`config.mk`:
```
export PLATFORM = sky130hd
export DESIGN_NAME = mem_bus_arbiter
export DESIGN_NICKNAME = d
export VERILOG_FILES = /design/src/rtl/mem_bus_arbiter.sv
export SDC_FILE = /design/constraint.sdc
export NUM_CORES = 1
export LEC_CHECK = 0
export CORE_AREA = 2 2 143 145
export CTS_CLUSTER_SIZE = 16
export DETAILED_ROUTE_END_ITERATION = 6
export DIE_AREA = 0 0 145 147
export GPL_ROUTABILITY_DRIVEN = 0
export HOLD_SLACK_MARGIN = 0.02
export PLACE_DENSITY = 0.67
export SYNTH_ARGS = -nofsm -noshare
export SYNTH_HDL_FRONTEND = slang
export SYNTH_SLANG_ARGS = --single-unit
export TNS_END_PERCENT = 5
```
`constraint.sdc`:
```
create_clock -name clk -period 2.89 [get_ports clk]
set_input_delay 0.578 -clock clk [delete_from_list [all_inputs] [get_ports clk]]
set_output_delay 0.578 -clock clk [all_outputs]
set_load 0.02 [all_outputs]
```
`src/rtl/mem_bus_arbiter.sv`:
```
`default_nettype none
// ============================================================================
// Module      : mem_bus_arbiter
// Description : Round-robin arbiter between the CPU bus port (A) and the
//               game-logic updater (B) for a bank of memory-mapped game
//               registers. It decodes the address to a one-hot select, runs a
//               select/ready handshake with a timeout, and returns read data
//               plus a one-cycle ack to the winner.
// Revision    : 1.0 - initial release
// ============================================================================
module mem_bus_arbiter #(
  parameter int N_REGS    = 8,
  parameter int ADDR_W    = 3,
  parameter int DATA_SIZE = 6,
  parameter int TIMEOUT   = 15
) (
  input  logic                   clk,
  input  logic                   reset_n,
  input  logic                   a_req,
  input  logic                   a_we,
  input  logic [ADDR_W-1:0]      a_addr,
  input  logic [DATA_SIZE-1:0]   a_wdata,
  output logic                   a_ack,
  output logic                   a_err,
  output logic [31:0]            a_rdata,
  input  logic                   b_req,
  input  logic                   b_we,
  input  logic [ADDR_W-1:0]      b_addr,
  input  logic [DATA_SIZE-1:0]   b_wdata,
  output logic                   b_ack,
  output logic                   b_err,
  output logic [31:0]            b_rdata,
  output logic [N_REGS-1:0]      reg_sel,
  output logic                   reg_we,
  output logic [DATA_SIZE-1:0]   reg_wdata,
  input  logic [N_REGS-1:0]      reg_ready,
  input  logic [N_REGS*32-1:0]   reg_rdata
);

  // Counter only needs to reach TIMEOUT-1.
  localparam int                 c_CNT_W    = $clog2(TIMEOUT);
  localparam logic [c_CNT_W-1:0] c_tmo_last = c_CNT_W'(TIMEOUT - 1);
  localparam logic [ADDR_W:0]    c_n_regs   = (ADDR_W + 1)'(N_REGS);

  typedef enum logic [1:0] {
    S_IDLE   = 2'd0,
    S_ACCESS = 2'd1,
    S_RESP   = 2'd2
  } state_t;

  state_t               r_state;
  logic                 r_gnt_b;   // granted requester: 0 = A, 1 = B
  logic                 r_last_b;  // last completed grant: 0 = A, 1 = B
  logic                 r_abort;   // granted requester dropped req mid-access
  logic [ADDR_W-1:0]    r_addr;
  logic [c_CNT_W-1:0]   r_cnt;

  logic                 w_gnt_b;
  logic                 w_gnt_we;
  logic [ADDR_W-1:0]    w_gnt_addr;
  logic [DATA_SIZE-1:0] w_gnt_wdata;
  logic                 w_gnt_oor;
  logic [N_REGS-1:0]    w_gnt_sel;
  logic                 w_rdy;
  logic [31:0]          w_rword;
  logic                 w_timeout;
  logic                 w_req_g;
  logic [31:0]          w_resp_data;

  // Round-robin pick: a tie goes to whoever did not win last time.
  always_comb begin
    w_gnt_b = b_req;
    if (a_req && b_req) begin
      w_gnt_b = ~r_last_b;
    end
  end

  assign w_gnt_we    = w_gnt_b ? b_we    : a_we;
  assign w_gnt_addr  = w_gnt_b ? b_addr  : a_addr;
  assign w_gnt_wdata = w_gnt_b ? b_wdata : a_wdata;
  assign w_gnt_oor   = ({1'b0, w_gnt_addr} >= c_n_regs);

  // One-hot decode of the address about to be granted.
  always_comb begin
    w_gnt_sel = '0;
    for (int i = 0; i < N_REGS; i++) begin
      w_gnt_sel[i] = (w_gnt_addr == ADDR_W'(i));
    end
  end

  // Pick ready and read word of the register under access.
  always_comb begin
    w_rdy   = 1'b0;
    w_rword = '0;
    for (int i = 0; i < N_REGS; i++) begin
      if (r_addr == ADDR_W'(i)) begin
        w_rdy   = reg_ready[i];
        w_rword = reg_rdata[32*i +: 32];
      end
    end
  end

  assign w_timeout   = (r_cnt == c_tmo_last);
  assign w_req_g     = r_gnt_b ? b_req : a_req;
  assign w_resp_data = w_rdy ? w_rword : 32'h0;

  // Arbitration / access FSM with registered bank strobes and responses.
  always_ff @(posedge clk or negedge reset_n) begin
    if (!reset_n) begin
      r_state   <= S_IDLE;
      r_gnt_b   <= 1'b0;
      r_last_b  <= 1'b1;
      r_abort   <= 1'b0;
      r_addr    <= '0;
      r_cnt     <= '0;
      a_ack     <= 1'b0;
      a_err     <= 1'b0;
      a_rdata   <= '0;
      b_ack     <= 1'b0;
      b_err     <= 1'b0;
      b_rdata   <= '0;
      reg_sel   <= '0;
      reg_we    <= 1'b0;
      reg_wdata <= '0;
    end else begin
      a_ack <= 1'b0;
      b_ack <= 1'b0;
      case (r_state)
        S_IDLE: begin
          if (a_req || b_req) begin
            r_gnt_b <= w_gnt_b;
            r_addr  <= w_gnt_addr;
            r_cnt   <= '0;
            r_abort <= 1'b0;
            if (w_gnt_oor) begin
              // No bank access for an address outside the bank.
              r_state <= S_RESP;
              if (w_gnt_b) begin
                b_ack   <= 1'b1;
                b_err   <= 1'b1;
                b_rdata <= '0;
              end else begin
                a_ack   <= 1'b1;
                a_err   <= 1'b1;
                a_rdata <= '0;
              end
            end else begin
              r_state   <= S_ACCESS;
              reg_sel   <= w_gnt_sel;
              reg_we    <= w_gnt_we;
              reg_wdata <= w_gnt_wdata;
            end
          end
        end
        S_ACCESS: begin
          if (w_rdy || w_timeout) begin
            r_state <= S_RESP;
            reg_sel <= '0;
            reg_we  <= 1'b0;
            // A requester that walked away gets no response at all.
            if (w_req_g && !r_abort) begin
              if (r_gnt_b) begin
                b_ack   <= 1'b1;
                b_err   <= ~w_rdy;
                b_rdata <= w_resp_data;
              end else begin
                a_ack   <= 1'b1;
                a_err   <= ~w_rdy;
                a_rdata <= w_resp_data;
              end
            end
          end else begin
            r_cnt <= r_cnt + 1'b1;
            if (!w_req_g) begin
              r_abort <= 1'b1;
            end
          end
        end
        S_RESP: begin
          r_last_b <= r_gnt_b;
          r_state  <= S_IDLE;
        end
        default: begin
          r_state <= S_IDLE;
        end
      endcase
    end
  end

endmodule
`default_nettype wire
```
# Word-level counts from Yosys, hierarchy flattened
# Index checks and enable logic that the tools add are counted.
# totals
regBits	95
wordCells	102
out_inout_bits	83
# classes
reduce_logical	16
n_bitwise	3
n_mux	46
n_eq_ne	21
n_addsub	1
# op_table
cell	n
two-way mux 32 bit	9
== test 3 bit (second input constant)	8
two-way mux 1 bit	24
two-way mux 8 bit	2
case mux 8 bit (2 select lines)	1
== test 3 x 2 -> 1 bit (second input constant)	4
AND reduction 4 bit	3
two-way mux 4 bit	2
!= test 2 bit (second input constant)	4
case mux 4 bit (2 select lines)	1
== test 3 x 1 -> 1 bit (second input constant)	2
logical NOT 3 bit	2
two-way mux 6 bit	1
AND reduction 3 bit	2
adder 4 x 1 -> 4 bit (second input constant)	1
== test 4 bit (second input constant)	1
two-way mux 2 bit	2
case mux 1 bit (2 select lines)	2
case mux 2 bit (2 select lines)	1
AND reduction 2 bit	2
two-way mux 3 bit	1
NOT 1 bit	3
== test 2 x 1 -> 1 bit (second input constant)	1
== test 2 bit (second input constant)	1
5 further kinds	7

# Depth between registers and ports, before layout
# Gate-level depths: netlist of run 1.
# logic_depth
word_depth	12
mapped_depth	8
depth_no_buf	7

# Worst setup path before layout of run 1
# No wires, ideal clock.
# synth_path
path_type	input port to flip-flop
start	in reg_ready[7]
end	reg r_cnt[3]
t_arrival_ns	1.925
setup_ns	0.126
cell_stages	5
setup_slack_ns	0.838
path_cell_list	mux4_2 -> or3_4 -> o21ai_4 -> nand2_4 -> a311o_1
# synth_between
elab_chain_cells	4
# synth_rtl
item	line_no	rtl
start: declaration	36	input logic [N_REGS-1:0] reg_ready,
two-way mux 1 bit	96	if (r_addr == ADDR_W'(i)) begin
logical OR 1 bit	156	if (w_rdy || w_timeout) begin
!= test 2 bit (no line)	-	
AND reduction 3 bit (no line)	-	
end signal: assignment	173	r_cnt <= r_cnt + 1'b1;
end: declaration	56	logic [c_CNT_W-1:0] r_cnt;
# No other way between the ends.
# A chain may end at the register's enable or synchronous reset.

# Worst setup path after layout of run 1
# layout_path
start	reg r_addr[2]
end	reg a_rdata[26]
# layout_between
elab_chain_cells	11
# layout_rtl
item	line_no	rtl
start: declaration	55	logic [ADDR_W-1:0] r_addr;
start signal: assignment	132	r_addr <= w_gnt_addr;
logical NOT 3 bit	96	
two-way mux 1 bit (8 in a row)	96	
logical OR 1 bit	156	
AND reduction 4 bit (no line)	-	
end signal: assignment	169	a_rdata <= w_resp_data;
end: declaration	25	output logic [31:0] a_rdata,
# Parallel ways exist; a longest one is shown, timed or not.

==> results.yml, run 1 <==
route:
  first_iter_violations: 158
  ant_nets: 0
  drcViolationCount: 0
  first_pass_iters: 4
  wl_per_cell_um: 19.34
  routed_wl_um: 23210
  post_drt_via_cell_ratio: 4.865
  vias: 5838
global_routing:
  antenna_found_initial: 3
  grt_first_pass_wirelength_um: 35890
  grt_pass1_vias: 6134
  grt_start_max_net_pins: 50
  grt_overflow: 0
  grt_use_total: 0.2180
sta:
  period_needed_ns: 2.274
  setup_violations: 0
  whs_ns: 0.2572
  tns_ns: 0
  fmax_ghz: 0.4398
  rsz0062_at_grt: "no"
  timing.final.max_slew_violations: 0
  relSlewSlack: 0.4263
  setup_ws_ns: 0.6162
  timing.final.crit_share: 0.7868
  hold_viol_final: 0
  finClkSkew_ns: 0.007534
  tightest_slew_ns: 0.8498
layout:
  nFillCells: 1833
  fin_area_mm2: 0.01018
  area_delta_synth_final_pct: 74.94
  final_common_cell: "clkdlybuf4s50_1"
  final_cells: 1200
  final_cell_mix: "369 x clkdlybuf4s50_1, 198 x nand2_1, 91 x dfrtp_1"
  finalNetCount: 1213
  drive_above_1_share: 0.1121
synth:
  syn_nets: 859
  synth.distinct_cells: 50
  avgSynthCellArea_um2: 10.23
  synthArstFlopShare: 1.000
  synthCells: 569
  synthFlopType: "dfrtp_1"
  ys_warn_count: 0
  syn_area_mm2: 0.005822
  ys_seq_elements: 95
  synth-edff-count: 0
  seq_area_frac_synth: 0.4086
power_and_ir_drop:
  comb_power_share: 0.596
  powerDensity_mw_per_mm2: 868.4
  switching_share: 0.4166
  p_clk_frac: 0.146
  p_switching_mw: 3.685
  leakagePower_nw: 4.162
  peakVddDrop_uv: 540.8
  intPower_mw: 5.160
  seq_power_share: 0.258
clock_network:
  postCtsSetupBuffers: 0
  cts_sinks: 95
  clock_latency_ns: 0.35
  cts-root-buf: "clkbuf_16"
  cts_resized: 0
  cts_hold_buf: 0
  clock_path_buffers: 2
  htree_levels: 3
  cts.reportedPaths.clkPinSlew_ns: 0.06
  cts_tree: "yes"
  cts_made_buffers: 9
die:
  start_util: 0.2934
  die_h_um: 147
  rows: 52
  core_area_mm2: 0.01984
  die-area_mm2: 0.02132
  dieWidth_um: 145
  io_pins: 371
worst_hold_path:
  hp-class: "in2async"
placed_design:
  portBuffers: 370
  dpl.hpwl_um: 18480
  dpl_worst_slack_ns: 0.2982
  dp.cells: 1182
  placed_cell_area_mm2: 0.009862
setup_path:
  crit_fanout: 18
  endpoint_kind: "register"
  cp-start-kind: "register"
  required_ns: 3.15
  cp_data_arrival_time_ns: 2.53
  path_class: "reg2reg"
flow_run:
  drv_cap: 0
outcome:
  status: "finished, final reports clean"
==> flip-flops by register name, indices dropped and copies added (netlist names), 2 cells and up <==
| signal | cells |
|---|---|
| reg_wdata | 6 |
| a_rdata | 32 |
| b_rdata | 32 |
| reg_sel | 8 |
| r_addr | 3 |
| r_state | 2 |
| r_cnt | 4 |
==> routing by layer <==
layer	part of all wire	vias up	GRT usage	wire [um]
met1	0.39	2792	0.2618	9124
met4	0.012	0	0.04752	278
met3	0.092	25	0.08385	2143
li1	-	2753	-	-
met2	0.50	268	0.3733	11670
met5	0	-	0	0
==> layout make-up <==
class / count / area [um2] / share of cell area
Inverter: 7 / 26.28 / 0.002580
Timing Repair Buffer: 386 / 3896 / 0.3826
Clock buffer: 13 / 250.2 / 0.02457
Antenna cell: 2 / 5.005 / 0.0004914
Clock inverter: 3 / 67.56 / 0.006634
Sequential cell: 95 / 2387 / 0.2344
Multi-Input combinational cell: 424 / 3214 / 0.3156
Tap cell: 270 / 337.8 / 0.03317
==> path summary, 6_finish.rpt <==
| check | start | to | slack [ns] | cells after the start |
|---|---|---|---|---|
| max | r_addr[2]$_DFFE_PN0P_ | a_rdata[26]$_DFFE_PN0P_ | 0.62 | 5 |
| min | reset_n | a_ack$_DFF_PN0_ | 0.26 | 1 |
| max reg2reg | r_addr[2]$_DFFE_PN0P_ | a_rdata[26]$_DFFE_PN0P_ | 0.62 | 5 |
| min reg2reg | reg_wdata[5]$_DFFE_PN0P_ | reg_wdata[5]$_DFFE_PN0P_ | 0.48 | 2 |
| max in group asynchronous | reset_n | a_rdata[19]$_DFFE_PN0P_ | 1.95 | 2 |
| min in group clk | reg_wdata[5]$_DFFE_PN0P_ | reg_wdata[5]$_DFFE_PN0P_ | 0.48 | 2 |
==> critical path, cell delays in order, from the launching register on <==
cell	delay, ns
dfrtp_2	0.60
clkinv_1	0.30
a22oi_2	0.25
o22a_2	0.39
o311ai_0	0.37
o21ai_0	0.26
==> power groups by stage <==
stage	clock, mW	combinational (mW)	sequential, mW
final	1.29	5.27	2.29
after global routing	1.37	5.74	2.37
after CTS	1.33	5.35	2.29
after detailed placement	0	5.34	2.31
after global placement	0	5.30	2.30
after floorplan	0	2.77	2.62
==> metrics by stage <==
stage / utilization / total power, mW
6_report: 0.5132 / 8.845
3_5_place_dp: 0.4970 / 7.648
3_3_place_gp: 0.4970 / 7.594
5_1_grt: 0.5131 / 9.487
4_1_cts: 0.5130 / 8.970
2_1_floorplan: - / 5.386
==> kinds of logic (layout without fill, tap and decap cells) <==
group	after synthesis	in the layout	share of synthesized area
buf+inv	50	409	0.04255
simple gates	231	231	0.1618
compound gates	115	115	0.1227
fa+ha+maj	2	2	0.004298
flops	95	95	0.4086
mux	76	76	0.2600
other cells	0	2	0
==> synthesized netlist by cell type, types with 2 or more instances <==
cell / n / area share
a21oi_1: 4 / 0.0034
o21a_1: 4 / 0.0052
a21o_1: 2 / 0.0026
nand3b_1: 2 / 0.0026
nand2_1: 198 / 0.13
mux2_2: 2 / 0.0039
mux2i_1: 14 / 0.024
buf_4: 8 / 0.010
o21ai_0: 67 / 0.058
dfrtp_1: 94 / 0.40
a211oi_1: 2 / 0.0026
nor2_1: 8 / 0.0052
nand2b_1: 3 / 0.0032
nor3_1: 5 / 0.0043
a22o_1: 2 / 0.0030
o211ai_2: 2 / 0.0043
mux4_2: 60 / 0.23
and3_1: 2 / 0.0021
nand3_1: 4 / 0.0034
a21boi_0: 3 / 0.0039
a32o_1: 7 / 0.012
buf_2: 14 / 0.012
o21ai_1: 9 / 0.0077
nor2b_1: 3 / 0.0032
inv_1: 6 / 0.0039
ha_1: 2 / 0.0043
clkbuf_1: 15 / 0.0097
o22ai_1: 2 / 0.0021
clkbuf_2: 4 / 0.0034
Power figures use the tool's default switching activity.
==> run 2, diff against run 1 <==
--- a/config.mk
+++ b/config.mk
@@ -11,7 +11,7 @@
 export DIE_AREA = 0 0 145 147
 export GPL_ROUTABILITY_DRIVEN = 0
 export HOLD_SLACK_MARGIN = 0.02
-export PLACE_DENSITY = 0.67
+export PLACE_DENSITY = 0.7
 export SYNTH_ARGS = -nofsm -noshare
 export SYNTH_HDL_FRONTEND = slang
 export SYNTH_SLANG_ARGS = --single-unit
==> constraint.sdc (replaced) <==
create_clock -name clk -period 2 [get_ports clk]
set_input_delay 0.4 -clock clk [delete_from_list [all_inputs] [get_ports clk]]
set_output_delay 0.4 -clock clk [all_outputs]
set_load 0.02 [all_outputs]
==> run 2 against run 1 <==
The flow now finishes with violations (negative setup slack). Die area did not move. Routed wire length rose by 10%. Flip-flop and latch count did not move. Sequential power rose by 38%. Sequential share of layout area fell by 1.5 points. Fmax rose by 7.6%. Clock skew rose by 0.0022 ns. Critical endpoint is now a_rdata[18]$_DFFE_PN0P_. Highest routed layer unchanged.
==> results.yml, run 2 (synthesized netlist as in run 1, its figures left out) <==
global_routing:
  grt_overflow: 0
  antenna_found_initial: 2
  grt_use_total: 0.2160
  grt_start_max_net_pins: 46
  grt_pass1_vias: 6258
  grt_first_pass_wirelength_um: 35670
layout:
  final_cell_mix: "369 x clkdlybuf4s50_1, 180 x nand2_1, 91 x dfrtp_1"
  final_common_cell: "clkdlybuf4s50_1"
  top_regs: "a_rdata: 32 flops, b_rdata: 32 flops, reg_sel: 8 flops"
  drive_above_1_share: 0.1887
  nFillCells: 1764
  finalNetCount: 1255
  area_delta_synth_final_pct: 86.55
setup_path:
  startpoint: "r_addr[0]$_DFFE_PN0P_"
  r2r-end: "a_rdata[18]$_DFFE_PN0P_"
  r2r-start: "r_addr[0]$_DFFE_PN0P_"
  critical_path.slowest_cell: "mux4_2"
  cp-start-kind: "register"
  endpoint_kind: "register"
  reg2reg_setup_slack_ns: -0.11
  crit_chain: "mux4_2, or3_4, o211ai_4, buf_6, clkbuf_16, o21ai_0"
  crit_fanout: 15
  required_ns: 2.22
  cp-endpoint: "a_rdata[18]$_DFFE_PN0P_"
  cp_data_arrival_time_ns: 2.33
  crit_path_max_incr_delay_ns: 0.53
  ff2ff_path_depth: 6
  path_class: "reg2reg"
die:
  io_pins: 371
  rows: 52
  start_util: 0.2934
  dieWidth_um: 145
  die-area_mm2: 0.02132
  die_h_um: 147
  core_area_mm2: 0.01984
route:
  ant_nets: 0
  post_drt_via_cell_ratio: 5.007
  first_iter_violations: 309
  routed_wl_um: 25540
  wl_per_cell_um: 20.58
  drcViolationCount: 0
  first_pass_iters: 5
  vias: 6214
sta:
  setup_ws_ns: -0.1126
  timing.final.crit_share: 1.056
  relSlewSlack: 0.6505
  finClkSkew_ns: 0.009694
  timing.final.max_slew_violations: 0
  fmax_ghz: 0.4734
  tns_ns: -3.211
  hold_viol_final: 0
  period_needed_ns: 2.113
  setup_violations: 64
  tightest_slew_ns: 0.5242
  rsz0062_at_grt: "yes"
clock_network:
  cts-root-buf: "clkbuf_16"
  cts_made_buffers: 9
  cts_sinks: 95
  clock_path_buffers: 2
  clock_latency_ns: 0.35
  cts.reportedPaths.clkPinSlew_ns: 0.07
  htree_levels: 3
  cts_tree: "yes"
flow_run:
  drv_cap: 0
power_and_ir_drop:
  peakVddDrop_uv: 742.8
  intPower_mw: 7.904
  leakagePower_nw: 4.487
  comb_power_share: 0.652
  seq_power_share: 0.230
  p_switching_mw: 5.827
  switching_share: 0.4244
  p_clk_frac: 0.118
  finalPower_mw: 13.73
  powerDensity_mw_per_mm2: 1264
worst_hold_path:
  hp-class: "reg2reg"
  holdPathStages: 2
placed_design:
  dpl.hpwl_um: 18390
  portBuffers: 370
outcome:
  status: "finished with violations"
  violations: "negative setup slack"
[run 2: cell types whose count changed in the layout (fill, tap and decap cells not counted), moves of 6 or more]
cell	change
o21ai_0	-51
o21ai_1	+40
buf_4	+22
nand2_1	-18
nand2_2	+16
clkbuf_16	+10
o21ai_2	+10
buf_6	+6
[run 2: repair_timing]
action                     in CTS  in global routing
gates cloned                    2                 10
resized for setup              40                 61
buffers inserted                2                  3
pin swaps                       3                 14
setup endpoints to repair      74                 78
hold buffers                    1                  0
hold endpoints to repair       30                  0
[run 2: final cells by class]
class | count | area (um2) | area share
tap | 270 | 337.8 | 0.03111
clock inverter | 6 | 43.79 | 0.004032
multi-input combinational | 424 | 3362 | 0.3096
timing repair buffer | 428 | 4472 | 0.4118
inverter | 7 | 26.28 | 0.002419
sequential | 95 | 2387 | 0.2198
clock buffer | 10 | 229.0 | 0.02108
antenna | 1 | 2.502 | 0.0002304
[run 2: metrics by stage]
stage | setup WS [ns] | cell area (um2) | std cells | hold slack, ns | util
floorplan | 0.06282 | 5822 | 569 | 0.1044 | -
global route | -0.1541 | 10860 | 1241 | 0.5042 | 0.5473
finish | -0.1126 | 10860 | 1241 | 0.4837 | 0.5473
CTS | -0.07674 | 10420 | 1227 | 0.4845 | 0.5252
detailed placement | -0.4085 | 10040 | 1206 | 0.3811 | 0.5061
global placement | -0.3724 | 10040 | 1206 | 0.3791 | 0.5061
[run 2: how the worst min path moves through the flow]
stage,startpoint,end,slack (ns)
6_report,b_rdata[7]$_DFFE_PN0P_,b_rdata[7]$_DFFE_PN0P_,0.48
5_1_grt,b_rdata[7]$_DFFE_PN0P_,b_rdata[7]$_DFFE_PN0P_,0.50
4_1_cts,a_rdata[1]$_DFFE_PN0P_,a_rdata[1]$_DFFE_PN0P_,0.48
3_5_place_dp,reset_n,a_err$_DFFE_PN0P_,0.38
3_3_place_gp,reset_n,a_rdata[27]$_DFFE_PN0P_,0.38
2_1_floorplan,reset_n,a_ack$_DFF_PN0_,0.10
[run 2: worst max-delay path: cells and delay by family, from the launching register on]
| family | cells | cell delay, ns |
|---|---|---|
| compound gates | 2 | 0.21 |
| flops | 1 | 0.46 |
| buf+inv | 2 | 0.37 |
| simple gates | 1 | 0.40 |
| mux | 1 | 0.53 |
[run 2: layer usage]
layer | part of all wire | up-vias | GRT usage
met5 | 0 | - | 0
met4 | 0.021 | 0 | 0.06238
met3 | 0.076 | 35 | 0.06025
met2 | 0.49 | 294 | 0.3624
met1 | 0.42 | 3038 | 0.2744
li1 | - | 2847 | -
[run 2: power groups by stage]
stage	logic (mW)	clock network, mW	registers [mW]
after floorplan	4.00	0	3.79
after global placement	8.07	0	3.13
after detailed placement	8.14	0	3.15
after CTS	8.38	1.66	3.12
after global routing	9.62	1.73	3.24
final	8.95	1.62	3.16
==> run 3, diff against run 2 <==
--- a/config.mk
+++ b/config.mk
@@ -5,6 +5,7 @@
 export SDC_FILE = /design/constraint.sdc
 export NUM_CORES = 1
 export LEC_CHECK = 0
+export ABC_AREA = 0
 export CORE_AREA = 2 2 143 145
 export CTS_CLUSTER_SIZE = 16
 export DETAILED_ROUTE_END_ITERATION = 6
==> results of run 3 <==
Final layout, timing and power as in run 2 (identical DEF).
